==> src/rtl/sobel_linebuf_ctrl.sv <==
// sobel_linebuf_ctrl: row/col sequencing and line-FIFO enables for a 3x3 Sobel window
module sobel_linebuf_ctrl #(
    parameter int IMG_W = 200,
    parameter int IMG_H = 200,
    parameter int CW    = 8
) (
    input  logic          clk,
    input  logic          rst_n,
    input  logic          sof,
    input  logic          pix_valid,
    input  logic          fifo0_full,
    input  logic          fifo0_empty,
    input  logic          fifo1_full,
    input  logic          fifo1_empty,
    output logic          fifo0_wr_en,
    output logic          fifo0_rd_en,
    output logic          fifo1_wr_en,
    output logic          fifo1_rd_en,
    output logic          tap_valid,
    output logic          win_valid,
    output logic [CW-1:0] win_row,
    output logic [CW-1:0] win_col,
    output logic          eol,
    output logic          eof,
    output logic          busy,
    output logic          err
);
    typedef enum logic [2:0] {DRAIN, IDLE, ROW0, ROW1, STREAM} state_t;

    state_t        state;
    logic [CW-1:0] row, col;
    logic          active, accept, abort, last_col, last_row, tap_next, win_next, drain_done, err_set;

    assign active      = state == ROW0 || state == ROW1 || state == STREAM;
    assign accept      = pix_valid & (active ? !sof : (state == IDLE) & sof);
    assign abort       = pix_valid & sof & active;
    assign last_col    = col == CW'(IMG_W - 1);
    assign last_row    = row == CW'(IMG_H - 1);
    assign tap_next    = accept & (row >= CW'(2));
    assign win_next    = tap_next & (col >= CW'(2));
    assign drain_done  = fifo0_empty & fifo1_empty & !fifo1_wr_en;
    assign fifo0_wr_en = accept;
    // DRAIN pops whatever is left; otherwise rows above the current one are read in lockstep
    assign fifo0_rd_en = state == DRAIN ? !fifo0_empty : accept & (row >= CW'(1));
    assign fifo1_rd_en = state == DRAIN ? !fifo1_empty : accept & (row >= CW'(2));
    assign busy        = state != IDLE;
    assign err_set     = abort | (fifo0_wr_en & fifo0_full) | (fifo0_rd_en & fifo0_empty)
                       | (fifo1_wr_en & fifo1_full) | (fifo1_rd_en & fifo1_empty);

    // Frame FSM, pixel counters, delayed FIFO write and registered window outputs
    always_ff @(posedge clk) begin
        if (!rst_n) begin
            state       <= DRAIN;
            row         <= '0;
            col         <= '0;
            fifo1_wr_en <= 1'b0;
            tap_valid   <= 1'b0;
            win_valid   <= 1'b0;
            win_row     <= '0;
            win_col     <= '0;
            eol         <= 1'b0;
            eof         <= 1'b0;
            err         <= 1'b0;
        end else begin
            fifo1_wr_en <= accept & (row >= CW'(1));
            tap_valid   <= tap_next;
            win_valid   <= win_next;
            eol         <= win_next & last_col;
            eof         <= win_next & last_col & last_row;
            err         <= (err & !(accept & (state == IDLE))) | err_set;
            if (tap_next) begin
                win_row <= row - CW'(1);
                win_col <= col - CW'(1);
            end
            if (abort) begin
                state <= DRAIN;
                row   <= '0;
                col   <= '0;
            end else if (accept) begin
                if (last_col && last_row) begin
                    state <= DRAIN;
                    row   <= '0;
                    col   <= '0;
                end else if (last_col) begin
                    col   <= '0;
                    row   <= row + CW'(1);
                    state <= row == '0 ? ROW1 : STREAM;
                end else begin
                    col <= col + CW'(1);
                    if (state == IDLE) state <= ROW0;
                end
            end else if (state == DRAIN && drain_done) begin
                state <= IDLE;
            end
        end
    end
endmodule
==> config.mk <==
export PLATFORM = sky130hd
export DESIGN_NAME = sobel_linebuf_ctrl
export DESIGN_NICKNAME = d
export VERILOG_FILES = /design/src/rtl/sobel_linebuf_ctrl.sv
export SDC_FILE = /design/constraint.sdc
export NUM_CORES = 1
export LEC_CHECK = 0
export ABC_CLOCK_PERIOD_IN_PS = 3900
export CAP_MARGIN = 20
export CORE_ASPECT_RATIO = 0.7
export CORE_MARGIN = 4
export CORE_UTILIZATION = 35
export DETAILED_ROUTE_END_ITERATION = 10
export GPL_ROUTABILITY_DRIVEN = 0
export GPL_TIMING_DRIVEN = 1
export PLACE_DENSITY = 0.63
export SLEW_MARGIN = 40
export SYNTH_ARGS = -nofsm -noshare
export SYNTH_HDL_FRONTEND = slang
export SYNTH_SLANG_ARGS = --single-unit
==> constraint.sdc <==
create_clock -name clk -period 3.9 [get_ports clk]
set_clock_uncertainty 0.05 [all_clocks]
set_input_delay 0.78 -clock clk [delete_from_list [all_inputs] [get_ports clk]]
set_output_delay 0.78 -clock clk [all_outputs]
set_load 0.005 [all_outputs]
==> metrics.txt, run 1 <==
Seq/Total Area, Yosys 0.377; Via density 5.10; fin crit period 3.58 ns; CP cell instances clkdlybuf4s50_1, nor4bb_2, o31ai_4, inv_2, and2_1, o21bai_1, clkdlybuf4s50_1; RSZ-0062 raised after global routing false; vias 1776; Die W 102 um; P per Cell Area 306 nW/um^2; cts-stage hold buffer count 0; Synth Area per Inst 8.81 um^2; Placed Cells 341; Post-Synthesis Cell Area 2180 um^2; HP Class flop to flop; FF-to-FF Start col[1]; CP Launch Type primary input; initial antenna violation count 0; die area 7560 um^2; Async SR Flop Fraction 0; # resized after CTS 0; CTS tree done; buffers added on ports 33; Synthesized Nets 263; CP Data Arrival Time 2.75 ns; Wirelength per Cell 13.7 um; final setup vio count 0; Least-Margin Pin Slew 0.635 ns; Post-CTS Setup Inserts 0; hpwl dp 3540 um; max_cap viols 0; reg-to-reg endpoint row[6]; GRT Residual Overflow 0; post-route ant nets 0; maximum vdd ir drop 0.000184 V; Post-Synthesis Cells 247; Tcrit/Tclk final 0.918; CP max stage delay 0.56 ns; EDFF count, synth 0; antenna cell count 0; CTS root buffer clkbuf_8; max-slew violation count 0; Total Routing Usage GR 0.134; final cell count without fillers 348; num rows 23; Worst path slowest cell clkdlybuf4s50_1; clk buf depth 2; Max Fanout on Critical Path 5; H-tree Lvls 2; Hold EP win_row[2]; status complete, no violations; Iter 0 DRT Violations 74; Slew headroom 0.573; IO Pins 34; Layout Utilization 0.447; fillers 584; CP required 3.07 ns; Ys Warns 0; drt drc 0; setup tns final 0 ns; total wire length 4770 um; Clock Latency Late Sink 0.30 ns; largest net degree at the start of global routing 33; Die Height 74.0 um; internal reg-to-reg setup slack 1.64 ns; Core Box Area 5870 um^2; clock transition at the registers of the reported paths 0.07 ns; Hold Fails Final Rpt 0; first-pass GRT wire length 7920 um; Register-to-Register Path Depth 6; Cells on Worst Hold Path 1; crit path kind primary input to output pin; Hold Startpoint win_row[2]; nets 289; vias in the first global route 1658; Num CTS Buffers 5; Leakage 1.16 nW; CP dominant cell by count clkdlybuf4s50_1; Most used DFF post-synth dfxtp_1; #FFs+latches synth 41; synthesis-to-finish area growth 20.5%; Hold Worst Slack 0.451 ns; Initial Utilization 0.371; post-synth cell types 45; DR pass1 iterations 4; Critical Path Sink Type output pin; achievable frequency 0.279 GHz; share of cells above drive strength 1 0.0733; CTS sink count 41
## registers in the layout, summed over array words and instances (netlist names), 3 cells and up
| register | flops |
|---|---|
| col | 8 |
| row | 8 |
| state | 3 |
| win_col | 8 |
| win_row | 8 |
## how the worst max path moves through the flow
stage                              to  startpoint  slack (ns)
after floorplan           fifo1_rd_en         sof        1.08
after detailed placement  fifo1_rd_en         sof        0.30
final                     fifo1_rd_en         sof        0.32
after global routing      fifo1_rd_en         sof        0.15
after global placement    fifo1_rd_en         sof        0.35
after CTS                 fifo1_rd_en         sof        0.30
## layout by cell type, fill, tap and decap left out, types with 7 or more instances in the layout
| cell | instances |
|---|---|
| dfxtp_1 | 41 |
| clkdlybuf4s50_1 | 33 |
| nand2_1 | 31 |
| nor2_1 | 23 |
| o211a_1 | 16 |
| xnor2_1 | 15 |
| nand3_1 | 12 |
| a21oi_1 | 11 |
| nor4_1 | 8 |
| xor2_1 | 8 |
| ha_1 | 8 |
| nor3_1 | 7 |
## power breakdown
group          total (mW)  switching, mW  internal, mW
sequential          0.423        0.00286         0.420
clock               0.330          0.144         0.186
combinational      0.0489         0.0250        0.0239
## critical path, delay by kind of cell
family	cells	cell delay [ns]
AO/OA/AOI/OAI	2	0.23
buffers and inverters	3	1.16
AND/OR/NAND/NOR	2	0.60
## through the flow
stage	setup slack [ns]	total power, mW	area [um^2]
floorplan	1.08	0.458	2180
CTS	0.299	0.810	2620
global placement	0.350	0.481	2510
detailed placement	0.301	0.482	2520
finish	0.321	0.802	2620
global route	0.152	0.829	2620
## layer usage
layer,track usage,part of all wire,vias up
met5,0,0,-
met4,0.0480,0.014,0
met3,0.0347,0.045,8
met2,0.209,0.45,26
met1,0.182,0.49,830
li1,-,-,912
## cell type report
| class | instances | area, um^2 | share of cell area |
|---|---|---|---|
| timing repair buffer | 37 | 360 | 0.137 |
| clock inverter | 2 | 35.0 | 0.0134 |
| inverter | 6 | 22.5 | 0.00859 |
| tap | 75 | 93.8 | 0.0358 |
| multi-input combinational | 182 | 1220 | 0.466 |
| clock buffer | 5 | 68.8 | 0.0262 |
| sequential | 41 | 821 | 0.313 |
## cells in the mapped netlist, drive strengths merged (2+ instances only)
cell | number | area share
or4 | 2 | 0.0069
nand3 | 12 | 0.028
nor4 | 9 | 0.026
o211a | 16 | 0.074
nand2b | 3 | 0.0086
inv | 6 | 0.010
and3 | 2 | 0.0057
and2 | 2 | 0.0057
nor2 | 23 | 0.040
xnor2 | 15 | 0.060
nor4b | 2 | 0.011
clkbuf | 8 | 0.014
xor2 | 8 | 0.032
o211ai | 2 | 0.0069
nand2 | 32 | 0.056
o31ai | 2 | 0.013
o21ai | 2 | 0.0046
nand3b | 2 | 0.0069
nor3 | 7 | 0.016
dfxtp | 41 | 0.38
a21oi | 11 | 0.025
buf | 10 | 0.040
ha | 8 | 0.046
nor3b | 2 | 0.0092
nand4 | 4 | 0.011
or3 | 3 | 0.0086
## cell families (layout without fill, tap and decap cells)
| family | after synthesis | in the layout | synth area share |
|---|---|---|---|
| xor gates and xnor gates | 23 | 23 | 0.0926 |
| buffers and inverters | 24 | 50 | 0.0644 |
| DFF | 41 | 41 | 0.377 |
| and+or+nand+nor | 110 | 110 | 0.265 |
| muxes | 1 | 1 | 0.00460 |
| AOI/OAI and AO/OA | 40 | 40 | 0.151 |
| adders and majority gates | 8 | 8 | 0.0460 |
No activity file was read; power rests on OpenSTA's default activity.
==> run 2, diff against run 1 <==
- ABC_CLOCK_PERIOD_IN_PS: 3900 -> 3800
- CORE_UTILIZATION: 35 -> 53
- PLACE_DENSITY: 0.63 -> 0.86
- clock period: 3.9 -> 3.8 ns (I/O delays scaled with it)
==> run 2 against run 1 <==
Design area is 0.57% lower. Critical endpoint unchanged. Sequential power increased by 3%. Largest cell class unchanged. Total power rose by 5.6%.
==> metrics.txt, run 2 (synthesis gave the netlist of run 1 again) <==
status complete, no violations; CP Launch Type primary input; vias in the first global route 1747 (+5.4%); Wirelength per Cell 15.2 um (+11%); fillers 334 (-43%); Initial Utilization 0.551 (+0.181); multi-input logic area 1230 um^2 (+0.72%); buffers added on ports 33 (unchanged); Core Box Area 3950 um^2 (-33%); clk buf depth 2 (unchanged); Via density 5.75 (+13%); largest net degree at the start of global routing 33 (unchanged); P_sw 177 uW (+3.0%); crit path kind primary input to output pin; Layout Utilization 0.661 (+0.214); total power 847 uW (+5.6%); Max Fanout on Critical Path 10 (+5); initial antenna violation count 0 (unchanged); most frequent cells in the layout dfxtp_1, clkdlybuf4s50_1, nand2_1; hpwl dp 3500 um (-0.94%); first-pass GRT wire length 8440 um (+6.5%); Tcrit/Tclk final 0.944; IO Pins 34 (unchanged); Total Routing Usage GR 0.207 (+0.0723); Hold Worst Slack 0.452 ns (+0.000491 ns); Slew headroom 0.518 (-0.0553); most common cell after layout, fill and taps aside dfxtp_1; Iter 0 DRT Violations 163 (+120%); switching share of power 0.209 (-0.00546); HP Class flop to flop; Critical Path Sink Type output pin; maximum vdd ir drop 0.000206 V (+11%); Die Height 61.6 um (-17%); max-slew violation count 0 (unchanged); drt drc 0 (unchanged); CTS tree done; num rows 19 (-17%); CP Data Arrival Time 2.78 ns (+0.03 ns); Die W 84.6 um (-17%); max_cap viols 0 (unchanged); nets 288 (-0.35%); FF+latch area 821 um^2 (unchanged); vias 1869 (+5.2%); post-route ant nets 0 (unchanged); Leakage 1.17 nW (+0.15%); P per Cell Area 325 nW/um^2 (+6.3%); share of cells above drive strength 1 0.0696 (-0.00366); H-tree Lvls 2 (unchanged); RSZ-0062 raised after global routing false; CTS root buffer clkbuf_8; Least-Margin Pin Slew 0.718 ns (+0.0828 ns); Pint 670 uW (+6.4%); Gate power share 0.060 (about the same); Num CTS Buffers 5 (unchanged); GRT Residual Overflow 0 (unchanged); Clock Latency Late Sink 0.30 ns (about the same); setup tns final 0 ns (unchanged); Sequential Power Share 0.513 (-0.014); clock transition at the registers of the reported paths 0.07 ns (about the same); die area 5210 um^2 (-31%); total wire length 4960 um (+3.9%); Hold Fails Final Rpt 0 (unchanged); synthesis-to-finish area growth 19.8%; CTS sink count 41 (unchanged); DR pass1 iterations 4 (unchanged); achievable frequency 0.279 GHz; cts-stage hold buffer count 0 (unchanged); Clk pwr share 0.428 (+0.016); final setup vio count 0 (unchanged); antenna cell count 0 (unchanged); fin crit period 3.59 ns; CP required 2.99 ns (-0.08 ns)
[run 2: cell types whose count changed in the layout (fill, tap and decap cells not counted)]
cell      delta
buf_4        -1
nor4bb_4     +1
clkbuf_1     +1
clkinv_2     -1
clkbuf_8     +1
nor4bb_2     -1
[run 2: area by class of cell]
type,instances,share of cell area
inverters,6,0.00864
repair buffers,36,0.135
well taps,52,0.0250
flip-flops and latches,41,0.315
multi-input cells,182,0.472
clock inverters,1,0.0115
clock buffers,7,0.0331
[run 2: critical path: stages]
cell and delay, ns:
clkdlybuf4s50_1 0.57, nor4bb_4 0.42, o31ai_4 0.18, inv_2 0.10, and2_1 0.13, o21bai_1 0.10
clkdlybuf4s50_1 0.51
[run 2: path summary, 6_finish.rpt]
| check | startpoint | end | slack [ns] | cells past startpoint |
|---|---|---|---|---|
| worst max register to register | col[1] | row[6] | 1.40 | 6 |
| worst min-delay path | win_row[0] | win_row[0] | 0.45 | 1 |
| worst min register to register | win_row[0] | win_row[0] | 0.45 | 1 |
| worst max-delay path | sof | fifo1_rd_en | 0.21 | 7 |
[run 2: metrics by stage]
stage | std cells | setup WS, ns | area, um^2
final | 325 | 0.212 | 2610
after CTS | 325 | 0.168 | 2600
after global routing | 325 | 0.0598 | 2610
after detailed placement | 317 | 0.166 | 2480
after global placement | 317 | 0.224 | 2480
after floorplan | 247 | 1.02 | 2180
[run 2: power groups by stage]
stage | clock network, mW | logic, mW | registers [mW]
after floorplan | 0 | 0.0264 | 0.443
after global placement | 0 | 0.0477 | 0.444
after detailed placement | 0 | 0.0486 | 0.444
after CTS | 0.368 | 0.0489 | 0.434
after global routing | 0.395 | 0.0552 | 0.435
final | 0.362 | 0.0504 | 0.434
[run 2: per-layer routing]
layer / vias to the layer above / wire [um] / track usage / part of all wire
met1: 877 / 2310 / 0.274 / 0.47
met3: 8 / 363 / 0.0816 / 0.073
met2: 69 / 2220 / 0.315 / 0.45
li1: 915 / - / - / -
met4: 0 / 63 / 0.0587 / 0.013
met5: - / 0 / 0 / 0
[run 2: timing repair]
item / 4_1_cts / 5_1_grt
endpoints found under the hold margin: 0 / 0
setup buffers: 0 / 0
setup endpoints to repair: 0 / 1
gates resized for setup: 0 / 1
